===== src/rtl/flappy_pkg.sv =====
// Shared types and constants for the flappy obstacle field.
// PIPE_BCD_SCORE_EN (consumed in pipe_field) selects a packed-BCD score.
package flappy_pkg;

    typedef enum logic [1:0] {
        IDLE,
        RUN,
        HIT
    } field_state_t;

    localparam logic [7:0]  LFSR_SEED = 8'hA5;
    localparam int unsigned GAP_BASE  = 120;
    localparam int unsigned GAP_RESET = 240;
    localparam int unsigned SCREEN_W  = 640;
    localparam int unsigned SCREEN_H  = 480;
    localparam int unsigned PIPE_XW   = 11;

endpackage


===== src/rtl/pipe_lfsr.sv =====
// 8-bit Fibonacci LFSR (x^8+x^6+x^5+x^4+1) feeding the pipe gap heights.
module pipe_lfsr
    import flappy_pkg::*;
(
    input  logic       clk_60Hz,
    input  logic       rst,
    output logic [7:0] value
);

    logic [7:0] lfsr_q;
    logic [7:0] lfsr_d;

    always_comb begin
        lfsr_d = {lfsr_q[6:0], lfsr_q[7] ^ lfsr_q[5] ^ lfsr_q[4] ^ lfsr_q[3]};
    end

    always_ff @(posedge clk_60Hz) begin
        if (rst) begin
            lfsr_q <= LFSR_SEED;
        end else begin
            lfsr_q <= lfsr_d;
        end
    end

    assign value = lfsr_q;

endmodule


===== src/rtl/pipe_field.sv =====
// Scrolling pipe ring with collision detection and score for the Bruin.
// Define PIPE_BCD_SCORE_EN for a two-digit packed-BCD score (saturates at 99).
module pipe_field
    import flappy_pkg::*;
#(
    parameter int unsigned NUM_PIPES = 4,
    parameter int unsigned PIPE_W    = 40,
    parameter int unsigned GAP_H     = 120,
    parameter int unsigned SPACING   = 160,
    parameter int unsigned SCROLL    = 2,
    parameter int unsigned SCREEN_W  = flappy_pkg::SCREEN_W
) (
    input  logic                            clk_60Hz,
    input  logic                            rst,
    input  logic                            game_start,
    input  logic [8:0]                      bruin_x,
    input  logic [8:0]                      bruin_y,
    input  logic [4:0]                      bruin_high,
    input  logic [4:0]                      bruin_width,
    input  logic                            bruin_game_over,
    output logic [NUM_PIPES-1:0][PIPE_XW-1:0] pipe_x,
    output logic [NUM_PIPES-1:0][8:0]       pipe_gap_y,
    output logic                            lose,
    output logic [7:0]                      score
);

    typedef logic [PIPE_XW-1:0] px_t;

    localparam px_t SCROLL_X = px_t'(SCROLL);
    localparam px_t WRAP_ADD = px_t'(NUM_PIPES * SPACING - SCROLL);
    localparam px_t PIPE_WX  = px_t'(PIPE_W);
    localparam px_t HALF_GAP = px_t'(GAP_H / 2);
`ifdef PIPE_BCD_SCORE_EN
    localparam logic [7:0] SCORE_MAX = 8'h99;
`else
    localparam logic [7:0] SCORE_MAX = 8'hFF;
`endif

    field_state_t state_q, state_d;
    px_t  [NUM_PIPES-1:0] px_q, px_d;
    logic [NUM_PIPES-1:0][8:0] gap_q, gap_d;
    logic [7:0] score_q, score_d;
    logic [7:0] lfsr;
    logic [NUM_PIPES-1:0] hit_v, cross_v;
    logic run_en, any_hit;
    px_t bx0, bx1, by0, by1;

    pipe_lfsr u_lfsr (
        .clk_60Hz (clk_60Hz),
        .rst      (rst),
        .value    (lfsr)
    );

    // IDLE with game_start already scrolls, so the first moving edge is the start edge.
    assign run_en  = game_start && (state_q != HIT);
    assign any_hit = (|hit_v) || bruin_game_over;

    assign bx0 = {2'b00, bruin_x} - ({6'd0, bruin_width} >> 1);
    assign bx1 = {2'b00, bruin_x} + ({6'd0, bruin_width} >> 1);
    assign by0 = {2'b00, bruin_y} - ({6'd0, bruin_high} >> 1);
    assign by1 = {2'b00, bruin_y} + ({6'd0, bruin_high} >> 1);

    for (genvar i = 0; i < NUM_PIPES; i++) begin : g_pipe
        px_t nxt, gap_lo, gap_hi;
        logic wrap;

        assign wrap   = px_q[i] < SCROLL_X;
        assign nxt    = wrap ? px_q[i] + WRAP_ADD : px_q[i] - SCROLL_X;
        assign gap_lo = {2'b00, gap_q[i]} - HALF_GAP;
        assign gap_hi = {2'b00, gap_q[i]} + HALF_GAP;

        // Left-edge test written as px < bx1 + W so a pipe near x=0 cannot underflow.
        assign hit_v[i]   = (bx0 < px_q[i]) && (px_q[i] < bx1 + PIPE_WX)
                            && !((by0 >= gap_lo) && (by1 <= gap_hi));
        assign cross_v[i] = (px_q[i] >= bx0) && (nxt < bx0);

        assign px_d[i]  = run_en ? nxt : px_q[i];
        assign gap_d[i] = (run_en && wrap) ? 9'(GAP_BASE) + {1'b0, lfsr} : gap_q[i];
    end

    always_ff @(posedge clk_60Hz) begin
        if (rst) begin
            state_q <= IDLE;
            score_q <= '0;
            for (int unsigned i = 0; i < NUM_PIPES; i++) begin
                px_q[i]  <= px_t'(SCREEN_W + PIPE_W + i * SPACING);
                gap_q[i] <= 9'(GAP_RESET);
            end
        end else begin
            state_q <= state_d;
            score_q <= score_d;
            px_q    <= px_d;
            gap_q   <= gap_d;
        end
    end

    always_comb begin
        state_d = state_q;
        case (state_q)
            IDLE, RUN: if (run_en) state_d = any_hit ? HIT : RUN;
            HIT:       state_d = HIT;
            default:   state_d = IDLE;
        endcase
    end

    always_comb begin
        lose = (state_q == HIT);
    end

    always_comb begin
        score_d = score_q;
        if (run_en && !any_hit && (|cross_v) && (score_q != SCORE_MAX)) begin
`ifdef PIPE_BCD_SCORE_EN
            if (score_q[3:0] == 4'd9) begin
                score_d = {score_q[7:4] + 4'd1, 4'd0};
            end else begin
                score_d = score_q + 8'd1;
            end
`else
            score_d = score_q + 8'd1;
`endif
        end
    end

    assign pipe_x     = px_q;
    assign pipe_gap_y = gap_q;
    assign score      = score_q;

endmodule


===== config.mk =====
export PLATFORM = sky130hd
export DESIGN_NAME = pipe_field
export DESIGN_NICKNAME = d
export VERILOG_FILES = /design/src/rtl/flappy_pkg.sv /design/src/rtl/pipe_lfsr.sv /design/src/rtl/pipe_field.sv
export SDC_FILE = /design/constraint.sdc
export NUM_CORES = 1
export LEC_CHECK = 0
export CAP_MARGIN = 20
export CORE_ASPECT_RATIO = 0.75
export CORE_MARGIN = 1.5
export CORE_UTILIZATION = 30
export DETAILED_ROUTE_END_ITERATION = 7
export PLACE_DENSITY = 0.52
export REMOVE_ABC_BUFFERS = 1
export SETUP_SLACK_MARGIN = 0.2
export SYNTH_ARGS = -nofsm -noshare
export SYNTH_HDL_FRONTEND = slang
export SYNTH_SLANG_ARGS = --single-unit

===== constraint.sdc =====
create_clock -name clk_60Hz -period 6.1 [get_ports clk_60Hz]
set_input_delay 0.915 -clock clk_60Hz [delete_from_list [all_inputs] [get_ports clk_60Hz]]
set_output_delay 0.915 -clock clk_60Hz [all_outputs]
set_load 0.02 [all_outputs]

==> results.sh, run 1 <==
export IMPL_dp_hpwl_um=25200
export IMPL_top_usage_layer="met2"
export IMPL_seqPwrFrac=0.312
export IMPL_root_buffer="clkbuf_16"
export IMPL_synth_main_ff_cell="dfxtp_1"
export IMPL_synth_adder_area_share=0.281
export IMPL_crit_arrival_ns=5.88
export IMPL_fp_dieH_um=163
export IMPL_ios=121
export IMPL_coreArea_um2=33700
export IMPL_initial_utilization=0.306
export IMPL_nNetsFinal=1613
export IMPL_syn_inst=1261
export IMPL_cts_tree="yes"
export IMPL_synth_top_family_by_area="adder cells"
export IMPL_holdWs_ns=0.449
export IMPL_fin_skew_ns=0.0111
export IMPL_critPathKind="input pin to register"
export IMPL_end_kind="register"
export IMPL_firstDrtPassIters=5
export IMPL_cts_setup_buffers=0
export IMPL_grt_pass1_vias=8838
export IMPL_dp_cells=1803
export IMPL_grtUsageMet2=0.272
export IMPL_layout_commonest_cell="ha_1"
export IMPL_fp_row_count=58
export IMPL_synth_cell_area_um2=10300
export IMPL_yosys_warnings=0
export IMPL_p_comb_frac=0.389
export IMPL_multi_input_area_um2=7930
export IMPL_track_usage=0.180
export IMPL_vias=9257
export IMPL_async_reset_ff_frac=0
export IMPL_diodes=0
export IMPL_final_cell_mix="213 x ha_1, 113 x clkdlybuf4s50_1, 100 x nor2_1"
export IMPL_clk_insertion_delay_late_ns=0.36
export IMPL_synthXorXnorAreaFrac=0.106
export IMPL_start_kind="input pin"
export IMPL_grt_overflow_total=0
export IMPL_grt_max_degree=63
export IMPL_wire_per_inst_um=17.4
export IMPL_synth_area_mux_share=0.0199
export IMPL_worstPathRequired_ns=6.36
export IMPL_hold_viol_final=0
export IMPL_status="finished, final reports clean"
export IMPL_finalSetupTns_ns=0
export IMPL_clkPwrFrac=0.299
export IMPL_p_per_area_nw_per_um2=181
export IMPL_regArea_um2=1880
export IMPL_antenna_left=0
export IMPL_drt_vias_per_instance=5.09
export IMPL_use_met1=0.269
export IMPL_io_buffers=114
export IMPL_netSwitchingFraction=0.365
export IMPL_setup_violations_final=0
export IMPL_p_sw_mw=0.820
export IMPL_synth_seq_cells=94
export IMPL_cts_clk_slew_worst_paths_ns=0.07
export IMPL_clk_path_buf_depth=2
export IMPL_slew_violations=0
export IMPL_worstMarginPinSlew_ns=1.10
export IMPL_cell_internal_pwr_mw=1.43
export IMPL_max_cap_violations=0
export IMPL_use_met3=0.0291
export IMPL_max_freq_mhz=178
export IMPL_max_slew_margin=0.268
export IMPL_critPathMaxFanout=4
export IMPL_instances_no_fill=1819
export IMPL_clkSinkCount=94
export IMPL_htree_levels=3
export IMPL_rsz0062_at_grt="false"
export IMPL_yosysUniqueCellTypes=71
export IMPL_cts_inserted_buffers=9
export IMPL_ys_seq_area_frac=0.183
export IMPL_die_area_um2=35500
export IMPL_totalWireLength_um=31700
export IMPL_irDropWorstVdd_mv=0.117
export IMPL_p_leak_nw=5.46
export IMPL_min_period_ns=5.62
export IMPL_antenna_found_initial=0
export IMPL_period_share=0.922
export IMPL_fillerInstances=3529
export IMPL_layout_drive_gt1_share=0.0555
export IMPL_syn_area_per_cell_um2=8.17
export IMPL_drc=0
export IMPL_fp_dieW_um=217
export IMPL_synthSimpleGateAreaFrac=0.184
export IMPL_drt_iter0_drc=492
export IMPL_grt_pass1_wl_um=49700
export IMPL_min_path_type="register to register"
export IMPL_area_growth_syn_to_layout_pct=20.4
export IMPL_synth_compound_gate_area_share=0.175
export IMPL_place_gp_congestion=0.849
export IMPL_synth_edf_count=0
sequential cells by signal, summed over array words and instances, names as in the netlist:
| name | cells |
|---|---|
| pipe_x | 40 |
| pipe_gap_y | 36 |
| score | 8 |
| u_lfsr.value | 8 |
| state_q | 2 |
worst max-delay path, cell delays in order:
cell	delay, ns
clkdlybuf4s50_1	0.48
ha_1	0.18
inv_1	0.06
fa_1	0.39
a21o_1	0.23
and2_1	0.17
nor2_1	0.11
xnor2_1	0.29
ha_1	0.35
and3_1	0.20
a221o_1	0.31
a21oi_1	0.13
o211ai_1	0.15
a221oi_2	0.42
a21oi_1	0.14
a2bb2oi_2	0.22
nand3_2	0.16
or3_4	0.38
nor3_1	0.23
mux2_2	0.35
power by group through the flow:
stage / sequential, mW / combinational, mW / clock [mW]
floorplan: 0.715 / 0.545 / 0
global placement: 0.715 / 0.848 / 0
detailed placement: 0.715 / 0.870 / 0
CTS: 0.701 / 0.875 / 0.690
global route: 0.709 / 0.990 / 0.712
finish: 0.702 / 0.874 / 0.671
per-layer routing:
layer | wire [um] | vias up | part of all wire
met1 | 17000 | 4324 | 0.54
met5 | 0 | - | 0
met3 | 1270 | 12 | 0.040
met2 | 13200 | 154 | 0.42
li1 | - | 4767 | -
met4 | 247 | 0 | 0.0078
synth_stat cells (5+ instances only):
library cell | instances | area [um2]
nand3_1 | 42 | 210
a21o_1 | 31 | 233
nor4_1 | 5 | 31.3
o21ai_0 | 46 | 230
ha_1 | 213 | 2670
or3_1 | 18 | 113
inv_1 | 75 | 282
nand2b_1 | 10 | 62.6
dfxtp_1 | 94 | 1880
o21a_1 | 7 | 52.6
and3_1 | 14 | 87.6
nor3_1 | 39 | 195
maj3_1 | 14 | 140
nand4_1 | 23 | 144
a211oi_1 | 21 | 158
a2111oi_0 | 9 | 78.8
and2_1 | 5 | 31.3
mux2i_1 | 16 | 160
nor3b_1 | 9 | 67.6
clkbuf_1 | 52 | 195
a211o_1 | 7 | 61.3
a31oi_1 | 7 | 43.8
nor2b_1 | 11 | 68.8
xnor2_1 | 65 | 569
a21oi_1 | 74 | 370
a41o_1 | 5 | 50.1
xor2_1 | 52 | 455
nor2_1 | 101 | 379
nand2_1 | 99 | 372
o211ai_1 | 25 | 188
layout make-up:
| type | instances | share of cell area |
|---|---|---|
| Tap cell | 450 | 0.0454 |
| Clock inverter | 6 | 0.00928 |
| Sequential cell | 94 | 0.152 |
| Timing Repair Buffer | 149 | 0.113 |
| Inverter | 76 | 0.0232 |
| Clock buffer | 10 | 0.0185 |
| Multi-Input combinational cell | 1034 | 0.639 |
metrics by stage:
stage	setup WS, ns	power (mW)	utilization	cell area [um2]
detailed placement	0.0219	1.59	0.358	12000
finish	0.478	2.25	0.368	12400
CTS	0.400	2.27	0.368	12400
global route	0.229	2.41	0.368	12400
floorplan	1.09	1.26	-	10100
global placement	0.101	1.56	0.358	12000
timing repair:
item | in CTS | in global routing
resized for setup | 0 | 4
endpoints found under the setup margin | 0 | 4
hold buffers | 0 | 0
cells by family (layout without fill, tap and decap cells):
family / count (synthesis) / after routing
buffers and inverters: 136 / 241
and+or+nand+nor: 392 / 392
xor gates and xnor gates: 120 / 120
DFF: 94 / 94
adders and majority gates: 232 / 232
AOI/OAI and AO/OA: 266 / 266
muxes: 20 / 20
other: 1 / 4
worst paths after layout:
check / startpoint / end / slack (ns) / depth (start not counted)
min: state_q[1]$_SDFFE_PP0P_ / state_q[0]$_SDFFE_PP0P_ / 0.45 / 1
max: bruin_width[1] / score[4]$_SDFFE_PP0P_ / 0.48 / 20
max reg2reg: pipe_x[25]$_SDFFE_PP1P_ / score[4]$_SDFFE_PP0P_ / 1.73 / 16
min reg2reg: state_q[1]$_SDFFE_PP0P_ / state_q[0]$_SDFFE_PP0P_ / 0.45 / 1
(Power assumes the default switching activity.)
==> inputs of run 2 (changes only) <==
ABC_AREA = 0   (was not set)
CORE_ASPECT_RATIO = 2   (was 0.75)
==> results.sh, run 2 (synthesized netlist as in run 1, its figures left out) <==
export IMPL_grt_pass1_wl_um=51800
export IMPL_setup_violations_final=0
export IMPL_worstMarginPinSlew_ns=0.754
export IMPL_io_buffers=114
export IMPL_fp_row_count=95
export IMPL_status="finished, final reports clean"
export IMPL_worstPathRequired_ns=6.36
export IMPL_antenna_found_initial=0
export IMPL_wire_per_inst_um=18.2
export IMPL_dp_hpwl_um=27400
export IMPL_max_slew_margin=0.494
export IMPL_crit_arrival_ns=5.87
export IMPL_period_share=0.920
export IMPL_cts_clk_slew_worst_paths_ns=0.07
export IMPL_end_kind="register"
export IMPL_area_growth_syn_to_layout_pct=21.2
export IMPL_track_usage=0.189
export IMPL_instances_no_fill=1818
export IMPL_fp_dieH_um=265
export IMPL_r2r_end="score[4]$_SDFFE_PP0P_"
export IMPL_drt_vias_per_instance=5.24
export IMPL_grt_overflow_total=0
export IMPL_finalSetupTns_ns=0
export IMPL_start_kind="input pin"
export IMPL_final_area_um2=12500
export IMPL_placed_area_um2=12100
export IMPL_r2r_slack_ns=1.69
export IMPL_layout_commonest_cell="ha_1"
export IMPL_min_period_ns=5.61
export IMPL_place_gp_congestion=0.902
export IMPL_vias=9532
export IMPL_hold_depth=1
export IMPL_irDropWorstVdd_mv=0.111
export IMPL_p_per_area_nw_per_um2=180
export IMPL_firstDrtPassIters=5
export IMPL_cts_tree="yes"
export IMPL_max_freq_mhz=178
export IMPL_cts_inserted_buffers=9
export IMPL_grt_pass1_vias=9540
export IMPL_slew_violations=0
export IMPL_fillerInstances=3544
export IMPL_drc=0
export IMPL_die_area_um2=35500
export IMPL_nNetsFinal=1626
export IMPL_ff2ff_path_depth=16
export IMPL_min_path_type="register to register"
export IMPL_p_leak_nw=5.53
export IMPL_dp_cells=1802
export IMPL_largest_reg_flops=40
export IMPL_root_buffer="clkbuf_16"
export IMPL_holdPathEnd="state_q[0]$_SDFFE_PP0P_"
export IMPL_drt_iter0_drc=412
export IMPL_totalWireLength_um=33000
export IMPL_fin_skew_ns=0.0109
export IMPL_ios=121
export IMPL_rr_startpoint="pipe_x[23]$_SDFFE_PP0P_"
export IMPL_hold_path_startpoint="state_q[1]$_SDFFE_PP0P_"
export IMPL_diodes=0
export IMPL_rsz0062_at_grt="false"
export IMPL_fin_util=0.370
export IMPL_clk_insertion_delay_late_ns=0.37
export IMPL_fp_dieW_um=134
export IMPL_cts_setup_buffers=0
export IMPL_antenna_left=0
export IMPL_hold_viol_final=0
export IMPL_clkSinkCount=94
export IMPL_coreArea_um2=33800
export IMPL_critPathKind="input pin to register"
export IMPL_htree_levels=3
export IMPL_final_cell_mix="213 x ha_1, 113 x clkdlybuf4s50_1, 100 x nor2_1"
export IMPL_initial_utilization=0.305
export IMPL_critPathMaxFanout=4
export IMPL_layout_drive_gt1_share=0.0658
export IMPL_max_cap_violations=0
export IMPL_clk_path_buf_depth=2
export IMPL_grt_max_degree=63
-- run 2: cell count changes in the layout (fill, tap and decap cells not counted), moves of 2 or more --
cell	before	now
buf_4	35	47
nor3_2	0	2
xnor2_1	65	63
xnor2_2	0	2
-- run 2: report_power, final --
part,leakage [nW],internal [mW],switching (mW)
combinational,4.61,0.402,0.511
clock,0.154,0.363,0.272
sequential,0.766,0.639,0.0592
-- run 2: worst max-delay path by stage --
stage,from,endpoint,slack (ns),cells past startpoint
after global placement,bruin_width[2],score[4]$_SDFFE_PP0P_,-0.09,19
after detailed placement,bruin_width[2],score[4]$_SDFFE_PP0P_,-0.10,19
after floorplan,bruin_x[0],score[4]$_SDFFE_PP0P_,1.09,20
after global routing,bruin_x[0],score[4]$_SDFFE_PP0P_,0.20,22
final,bruin_width[1],score[4]$_SDFFE_PP0P_,0.49,21
after CTS,bruin_width[2],score[4]$_SDFFE_PP0P_,0.27,19
-- run 2: critical path, stage by stage --
cell	delay, ns
clkdlybuf4s50_1	0.48
ha_1	0.16
inv_1	0.05
fa_1	0.41
a21o_1	0.24
and2_1	0.18
nor2_1	0.11
xnor2_1	0.27
buf_4	0.24
ha_1	0.26
and3_1	0.18
a2111oi_1	0.39
maj3_1	0.28
a21o_1	0.13
a21oi_1	0.07
nor3_2	0.26
nor3_1	0.13
buf_4	0.16
or3_4	0.38
nor3_1	0.22
mux2_2	0.35
-- run 2: area by class of cell --
type / instances / area [um2] / area share
inverter: 76 / 288 / 0.0230
timing repair buffer: 162 / 1510 / 0.121
multi-input combinational: 1034 / 7940 / 0.636
sequential: 94 / 1880 / 0.151
tap: 436 / 546 / 0.0437
clock inverter: 6 / 93.8 / 0.00752
clock buffer: 10 / 229 / 0.0183
-- run 2: timing repair --
action / in CTS / in global routing
gates resized for setup: 0 / 5
setup endpoints to repair: 0 / 5
hold buffers: 0 / 0
hold endpoints to repair: 0 / 0
-- run 2: metrics by stage --
step / worst slack [ns] / total power, mW / hold WS (ns)
global route: 0.203 / 2.41 / 0.478
global placement: -0.0884 / 1.61 / 0.428
floorplan: 1.09 / 1.26 / 0.412
CTS: 0.268 / 2.28 / 0.450
detailed placement: -0.104 / 1.63 / 0.439
finish: 0.489 / 2.25 / 0.447
-- run 2: metal layers --
layer  GRT usage  vias to the layer above  part of all wire  wire [um]
met5           0                        -                 0          0
met4       0.106                        0             0.054       1790
met3      0.0151                       71             0.022        740
met2       0.391                      204              0.57      19000
met1       0.175                     4483              0.35      11500
li1            -                     4774                 -          -
==> inputs of run 3 (changes only) <==
GPL_ROUTABILITY_DRIVEN = 1   (was not set)
==> results of run 3 <==
The final DEF is identical to that of run 2; final timing and power are the same.
